$ cat src/rtl/hazard_unit_if.sv
// Hazard unit signal bundle: pipeline-stage register indices in, control and forwarding out.
interface hazard_unit_if;
  localparam int unsigned REG_W = 2;

  logic [REG_W-1:0] d_ra;
  logic [REG_W-1:0] d_rb;
  logic             d_use_ra;
  logic             d_use_rb;
  logic [REG_W-1:0] e_ra;
  logic [REG_W-1:0] e_rb;
  logic [REG_W-1:0] e_rd;
  logic             e_RW;
  logic             e_memrd;
  logic [REG_W-1:0] m_rd;
  logic             m_RW;
  logic [REG_W-1:0] w_rd;
  logic             w_RW;
  logic             e_br_taken;
  logic             e_Hlt;

  logic             pc_ld;
  logic             fd_ld;
  logic             de_ld;
  logic             fd_flush;
  logic             de_flush;
  logic [1:0]       fwd_a;
  logic [1:0]       fwd_b;
  logic             halted;

  modport master (
    output d_ra, d_rb, d_use_ra, d_use_rb, e_ra, e_rb, e_rd, e_RW, e_memrd,
           m_rd, m_RW, w_rd, w_RW, e_br_taken, e_Hlt,
    input  pc_ld, fd_ld, de_ld, fd_flush, de_flush, fwd_a, fwd_b, halted
  );

  modport slave (
    input  d_ra, d_rb, d_use_ra, d_use_rb, e_ra, e_rb, e_rd, e_RW, e_memrd,
           m_rd, m_RW, w_rd, w_RW, e_br_taken, e_Hlt,
    output pc_ld, fd_ld, de_ld, fd_flush, de_flush, fwd_a, fwd_b, halted
  );
endinterface

$ cat src/rtl/hazard_unit.sv
// Pipeline hazard unit: stall/flush/halt sequencing plus Ex operand forwarding.
// Optional feature macro HAZARD_FWD_EN: enables Mem/WB forwarding and reduces
// stalls to a single bubble on load-use; without it every RAW hazard against
// Ex or Mem stalls until the producer reaches writeback.
// Pipeline controls are combinational from state and current inputs because
// they must act in the same cycle the hazard, branch or reset is seen.
module hazard_unit (
  input  logic          clk,
  input  logic          reset,
  hazard_unit_if.slave  hz
);
  localparam int unsigned CNT_W = 2;

  typedef enum logic [1:0] {
    S_RUN   = 2'd0,
    S_STALL = 2'd1,
    S_HALT  = 2'd2
  } state_e;

  state_e           state_q, state_d;
  logic [CNT_W-1:0] stall_cnt_q, stall_cnt_d;

  logic             match_e;
  logic             match_m;
  logic             stall_req;
  logic [CNT_W-1:0] stall_len;
  logic [1:0]       fwd_a_c;
  logic [1:0]       fwd_b_c;

  logic             pc_ld_c, fd_ld_c, de_ld_c, fd_flush_c, de_flush_c;

  // Decode instruction reads a register that an older in-flight instruction writes
  assign match_e = (hz.d_use_ra && (hz.d_ra == hz.e_rd)) ||
                   (hz.d_use_rb && (hz.d_rb == hz.e_rd));
  assign match_m = (hz.d_use_ra && (hz.d_ra == hz.m_rd)) ||
                   (hz.d_use_rb && (hz.d_rb == hz.m_rd));

`ifdef HAZARD_FWD_EN
  // Only a load result is too late to forward; one bubble covers it
  assign stall_req = hz.e_RW && hz.e_memrd && match_e;
  assign stall_len = CNT_W'(1);

  // Mem result is younger than WB result, so it wins when both match
  always_comb begin
    fwd_a_c = 2'b00;
    fwd_b_c = 2'b00;
    if (hz.m_RW && (hz.m_rd == hz.e_ra))      fwd_a_c = 2'b01;
    else if (hz.w_RW && (hz.w_rd == hz.e_ra)) fwd_a_c = 2'b10;
    if (hz.m_RW && (hz.m_rd == hz.e_rb))      fwd_b_c = 2'b01;
    else if (hz.w_RW && (hz.w_rd == hz.e_rb)) fwd_b_c = 2'b10;
  end
`else
  // Without forwarding wait for the producer to reach WB (write-before-read there)
  assign stall_req = (hz.e_RW && match_e) || (hz.m_RW && match_m);
  assign stall_len = (hz.e_RW && match_e) ? CNT_W'(2) : CNT_W'(1);
  assign fwd_a_c   = 2'b00;
  assign fwd_b_c   = 2'b00;

  logic unused_fwd_c;
  assign unused_fwd_c = ^{hz.e_ra, hz.e_rb, hz.e_memrd, hz.w_rd, hz.w_RW};
`endif

  // State register and remaining-bubble counter
  always_ff @(posedge clk) begin
    if (!reset) begin
      state_q     <= S_RUN;
      stall_cnt_q <= '0;
    end else begin
      state_q     <= state_d;
      stall_cnt_q <= stall_cnt_d;
    end
  end

  // Next state and pipeline controls; priority reset > branch > halt > stall > run.
  // The RUN cycle that detects a hazard is the first bubble, so stall_cnt holds
  // the bubbles still owed after it and STALL leaves when the last one is issued.
  always_comb begin
    state_d     = state_q;
    stall_cnt_d = stall_cnt_q;
    pc_ld_c     = 1'b1;
    fd_ld_c     = 1'b1;
    de_ld_c     = 1'b1;
    fd_flush_c  = 1'b0;
    de_flush_c  = 1'b0;

    if (!reset) begin
      pc_ld_c     = 1'b0;
      fd_ld_c     = 1'b0;
      de_ld_c     = 1'b0;
      fd_flush_c  = 1'b1;
      de_flush_c  = 1'b1;
      state_d     = S_RUN;
      stall_cnt_d = '0;
    end else if (state_q == S_HALT) begin
      pc_ld_c    = 1'b0;
      fd_ld_c    = 1'b0;
      de_ld_c    = 1'b0;
      fd_flush_c = 1'b1;
      de_flush_c = 1'b1;
    end else if (hz.e_br_taken) begin
      fd_flush_c  = 1'b1;
      de_flush_c  = 1'b1;
      state_d     = S_RUN;
      stall_cnt_d = '0;
    end else if (hz.e_Hlt) begin
      pc_ld_c     = 1'b0;
      fd_ld_c     = 1'b0;
      de_flush_c  = 1'b1;
      state_d     = S_HALT;
      stall_cnt_d = '0;
    end else if (state_q == S_STALL) begin
      pc_ld_c    = 1'b0;
      fd_ld_c    = 1'b0;
      de_flush_c = 1'b1;
      if (stall_cnt_q <= CNT_W'(1)) begin
        state_d     = S_RUN;
        stall_cnt_d = '0;
      end else begin
        stall_cnt_d = stall_cnt_q - CNT_W'(1);
      end
    end else if (stall_req) begin
      pc_ld_c    = 1'b0;
      fd_ld_c    = 1'b0;
      de_flush_c = 1'b1;
      if (stall_len > CNT_W'(1)) begin
        state_d     = S_STALL;
        stall_cnt_d = stall_len - CNT_W'(1);
      end
    end else begin
      stall_cnt_d = '0;
    end
  end

  // Drive the bundle; forwarding is suppressed while reset is held
  assign hz.pc_ld    = pc_ld_c;
  assign hz.fd_ld    = fd_ld_c;
  assign hz.de_ld    = de_ld_c;
  assign hz.fd_flush = fd_flush_c;
  assign hz.de_flush = de_flush_c;
  assign hz.fwd_a    = reset ? fwd_a_c : 2'b00;
  assign hz.fwd_b    = reset ? fwd_b_c : 2'b00;
  assign hz.halted   = reset && (state_q == S_HALT);
endmodule

$ cat src/flat_wrapper.sv
// flat-port wrapper written by rule: the top's interface ports become plain ports
module hazard_unit_flat 
  (clk, reset, hz_d_ra, hz_d_rb, hz_d_use_ra, hz_d_use_rb, hz_e_ra, hz_e_rb, hz_e_rd, hz_e_RW, hz_e_memrd, hz_m_rd, hz_m_RW, hz_w_rd, hz_w_RW, hz_e_br_taken, hz_e_Hlt, hz_pc_ld, hz_fd_ld, hz_de_ld, hz_fd_flush, hz_de_flush, hz_fwd_a, hz_fwd_b, hz_halted);
  hazard_unit_if hz_i ();
  input  logic clk;
  input  logic reset;
  input wire logic [$bits(hz_i.d_ra)-1:0] hz_d_ra;
  input wire logic [$bits(hz_i.d_rb)-1:0] hz_d_rb;
  input wire logic [$bits(hz_i.d_use_ra)-1:0] hz_d_use_ra;
  input wire logic [$bits(hz_i.d_use_rb)-1:0] hz_d_use_rb;
  input wire logic [$bits(hz_i.e_ra)-1:0] hz_e_ra;
  input wire logic [$bits(hz_i.e_rb)-1:0] hz_e_rb;
  input wire logic [$bits(hz_i.e_rd)-1:0] hz_e_rd;
  input wire logic [$bits(hz_i.e_RW)-1:0] hz_e_RW;
  input wire logic [$bits(hz_i.e_memrd)-1:0] hz_e_memrd;
  input wire logic [$bits(hz_i.m_rd)-1:0] hz_m_rd;
  input wire logic [$bits(hz_i.m_RW)-1:0] hz_m_RW;
  input wire logic [$bits(hz_i.w_rd)-1:0] hz_w_rd;
  input wire logic [$bits(hz_i.w_RW)-1:0] hz_w_RW;
  input wire logic [$bits(hz_i.e_br_taken)-1:0] hz_e_br_taken;
  input wire logic [$bits(hz_i.e_Hlt)-1:0] hz_e_Hlt;
  output wire logic [$bits(hz_i.pc_ld)-1:0] hz_pc_ld;
  output wire logic [$bits(hz_i.fd_ld)-1:0] hz_fd_ld;
  output wire logic [$bits(hz_i.de_ld)-1:0] hz_de_ld;
  output wire logic [$bits(hz_i.fd_flush)-1:0] hz_fd_flush;
  output wire logic [$bits(hz_i.de_flush)-1:0] hz_de_flush;
  output wire logic [$bits(hz_i.fwd_a)-1:0] hz_fwd_a;
  output wire logic [$bits(hz_i.fwd_b)-1:0] hz_fwd_b;
  output wire logic [$bits(hz_i.halted)-1:0] hz_halted;
  assign hz_i.d_ra = hz_d_ra;
  assign hz_i.d_rb = hz_d_rb;
  assign hz_i.d_use_ra = hz_d_use_ra;
  assign hz_i.d_use_rb = hz_d_use_rb;
  assign hz_i.e_ra = hz_e_ra;
  assign hz_i.e_rb = hz_e_rb;
  assign hz_i.e_rd = hz_e_rd;
  assign hz_i.e_RW = hz_e_RW;
  assign hz_i.e_memrd = hz_e_memrd;
  assign hz_i.m_rd = hz_m_rd;
  assign hz_i.m_RW = hz_m_RW;
  assign hz_i.w_rd = hz_w_rd;
  assign hz_i.w_RW = hz_w_RW;
  assign hz_i.e_br_taken = hz_e_br_taken;
  assign hz_i.e_Hlt = hz_e_Hlt;
  assign hz_pc_ld = hz_i.pc_ld;
  assign hz_fd_ld = hz_i.fd_ld;
  assign hz_de_ld = hz_i.de_ld;
  assign hz_fd_flush = hz_i.fd_flush;
  assign hz_de_flush = hz_i.de_flush;
  assign hz_fwd_a = hz_i.fwd_a;
  assign hz_fwd_b = hz_i.fwd_b;
  assign hz_halted = hz_i.halted;
  hazard_unit u_core (.clk(clk), .reset(reset), .hz(hz_i));
endmodule
$ cat config.mk
export PLATFORM = sky130hd
export DESIGN_NAME = hazard_unit_flat
export DESIGN_NICKNAME = d
export VERILOG_FILES = /design/src/rtl/hazard_unit_if.sv /design/src/rtl/hazard_unit.sv /design/src/flat_wrapper.sv
export SDC_FILE = /design/constraint.sdc
export NUM_CORES = 1
export LEC_CHECK = 0
export CAP_MARGIN = 20
export CORE_MARGIN = 2
export CORE_UTILIZATION = 32
export DETAILED_ROUTE_END_ITERATION = 10
export PLACE_DENSITY_LB_ADDON = 0.3
export SKIP_LAST_GASP = 1
export SLEW_MARGIN = 20
export SYNTH_ARGS = -nofsm -noshare
export SYNTH_HDL_FRONTEND = slang
export SYNTH_SLANG_ARGS = --single-unit
$ cat constraint.sdc
create_clock -name clk -period 1.8 [get_ports clk]
set_input_delay 0.27 -clock clk [delete_from_list [all_inputs] [get_ports clk]]
set_output_delay 0.27 -clock clk [all_outputs]
set_load 0.1 [all_outputs]
==> run_results.csv <==
group,metric,value,unit
logic_synthesis,syn_area,449,sq um
grt,grt_pass1_wl,1930,um
sta,period_minus_slack,1.74,ns
routing,drt_wl_total,1190,um
grt,grt_use_total,15.6,%
pwr,p_per_area,633,nW/um^2
die,start_util,34.5,%
logic_synthesis,yosysSeqAreaShare,17.8,%
placed_design,gp_congestion,0.790,
routing,ant_nets,0,
placed_design,io_buffers,21,
logic_synthesis,synth_most_common_cell,"nand2_1",
sta,finalSetupViolCount,0,
clock_network,clkTransAtPathRegs,0.04,ns
logic_synthesis,synth_cell_types,28,
finish,layout.cells.non_filler,105,
critical_path,cp-end-kind,"output port",
clock_network,numCtsBuffers,3,
sta,fin_skew,0.00722,ns
logic_synthesis,synth-seq-cells,4,
clock_network,h-tree-depth,1,
flow_run,cap_violations,0,
routing,vias,532,
logic_synthesis,async_flop_share,0,%
sta,finalHoldViolations,0,
logic_synthesis,yosysTopAreaCellShare,17.8,%
sta,finalMaxSlewViolations,0,
pwr,ir_drop,342,uV
critical_path,startpoint_type,"register",
finish,drive_gt1_share,42.2,%
die,placementRows,13,
placed_design,dpl.hpwl,939,um
critical_path,crit_required,1.53,ns
routing,drc,0,
critical_path,crit_type,"reg2out",
finish,diodes,0,
run_status,status,"complete, no violations",
routing,wl_per_cell,11.4,um
die,ioPinCount,34,
finish,nets,116,
pwr,power.leakage,0.378,nW
hold_path,hold_path_class,"reg2reg",
finish,multi_input_area,382,sq um
routing,via_per_inst,5.07,
logic_synthesis,synth_area_leaders,"dfxtp_1, xor2_1, buf_4",
critical_path,worstPathMaxFanout,5,
finish,n_fill_cell,117,
logic_synthesis,avgSynthCellArea,7.61,sq um
sta,fin_crit_sh,96.5,%
logic_synthesis,syn_inst,59,
sta,rsz0062_at_grt,"true",
placed_design,post-place-cells,100,
die,dieArea,1720,sq um
critical_path,r2r_slack,0.48,ns
routing,drtIter0Drc,6,
clock_network,clockRootBuffer,"clkbuf_4",
finish,regArea,85.1,sq um
sta,max_freq,576,MHz
logic_synthesis,synth_edf_count,0,
logic_synthesis,yosys-top-cells-count,"nand2_1, xor2_1, buf_4",
clock_network,cts_hold_buf,0,
logic_synthesis,synthFlopType,"dfxtp_1",
grt,grt_max_degree,8,
grt,overflow,0,
die,core-area,1300,sq um
grt,antenna_found_initial,0,
grt,grt_pass1_vias,497,
logic_synthesis,synth_area_leader_cell,"dfxtp_1",
clock_network,clock_sinks,4,
die,dieHeight,41.5,um
critical_path,cp.arrival,1.47,ns
clock_network,cts_tree,"done",
routing,drt_pre_antenna_iters,4,
finish,area_growth,87.2,%
clock_network,clock_latency,0.25,ns
clock_network,clockBufferDepth,2,
die,die_w,41.5,um
placed_design,placed_area,786,sq um
logic_synthesis,ys_warn_count,0,
finish,final_area,841,sq um
repair_timing:
action,in CTS,in global routing
resized for setup,18,10
pin swaps,10,8
buffers inserted,0,2
endpoints found under the setup margin,3,2
cells in the final DEF (no fill, tap or decap), types with 2 or more instances in the layout:
cell type	instances
buf_4	10
nand2_1	9
dlygate4sd2_1	8
buf_12	6
xor2_1	5
conb_1	4
nor2_1	3
or2_1	3
a31oi_1	3
clkbuf_4	3
clkbuf_2	3
a211oi_2	2
nand3_1	2
dlymetal6s2s_1	2
dfxtp_1	2
worst max-delay path, cell delays in order, from the launching register on:
cell	delay (ns)
dfxtp_4	0.35
and2b_2	0.27
nor4_4	0.13
a32o_2	0.27
buf_12	0.19
metrics by stage:
step / util, % / hold slack (ns) / power (mW) / setup TNS, ns / setup slack [ns]
6_report: 64.6 / 0.501 / 0.532 / 0 / 0.0638
5_1_grt: 64.6 / 0.524 / 0.559 / -0.00202 / -0.00126
4_1_cts: 62.6 / 0.482 / 0.531 / 0 / 0.0101
3_5_place_dp: 60.4 / 0.476 / 0.411 / -0.690 / -0.259
3_3_place_gp: 60.4 / 0.474 / 0.409 / -0.622 / -0.249
2_1_floorplan: - / 0.408 / 0.300 / -1.92 / -0.537
layer usage:
metal / GRT usage [%] / share of wire [%] / wire, um / vias up
met1: 14.0 / 37 / 437 / 238
met4: 13.5 / 4.3 / 51 / 0
met3: 6.52 / 8.1 / 96 / 4
li1: - / - / - / 265
met5: 0 / 0 / 0 / -
met2: 26.6 / 51 / 608 / 25
registers in the layout, indices dropped and copies added (netlist names):
register,cells
u_core.state_q,2
u_core.stall_cnt_q,2
kinds of logic (layout without fill, tap and decap cells):
logic type             count (synthesis)  count (layout)  share of synthesized area (%)
AND/OR/NAND/NOR                       27              27                           32.6
XOR/XNOR                               6               6                           11.7
buffers and inverters                  8              36                           11.1
AO/OA/AOI/OAI                         13              13                           25.9
flip-flops                             4               4                           17.8
other                                  1               4                          0.835
power breakdown:
| group | internal (mW) | leakage, nW | total [mW] | switching (mW) |
|---|---|---|---|---|
| Combinational | 0.115 | 0.331 | 0.315 | 0.199 |
| Sequential | 0.0939 | 0.0336 | 0.0981 | 0.00417 |
| Clock | 0.0750 | 0.0138 | 0.119 | 0.0443 |
layout make-up:
class                   count  share of cell area [%]
clock buffers               3                    2.68
repair buffers             31                    38.7
inverters                   2                   0.893
well taps                  15                    2.23
multi-input cells          50                    45.4
flip-flops and latches      4                    10.1
path summary, 6_finish.rpt:
path / cells after the start / start / to
worst max-delay path: 4 / u_core.state_q[1]$_SDFFE_PN0P_ / hz_pc_ld
worst min-delay path: 2 / u_core.stall_cnt_q[1]$_SDFFE_PN0P_ / u_core.stall_cnt_q[1]$_SDFFE_PN0P_
worst max register to register: 5 / u_core.state_q[1]$_SDFFE_PN0P_ / u_core.stall_cnt_q[0]$_SDFFE_PN0P_
worst min register to register: 2 / u_core.stall_cnt_q[1]$_SDFFE_PN0P_ / u_core.stall_cnt_q[1]$_SDFFE_PN0P_
Note: power is estimated with default switching activity, not from simulation.
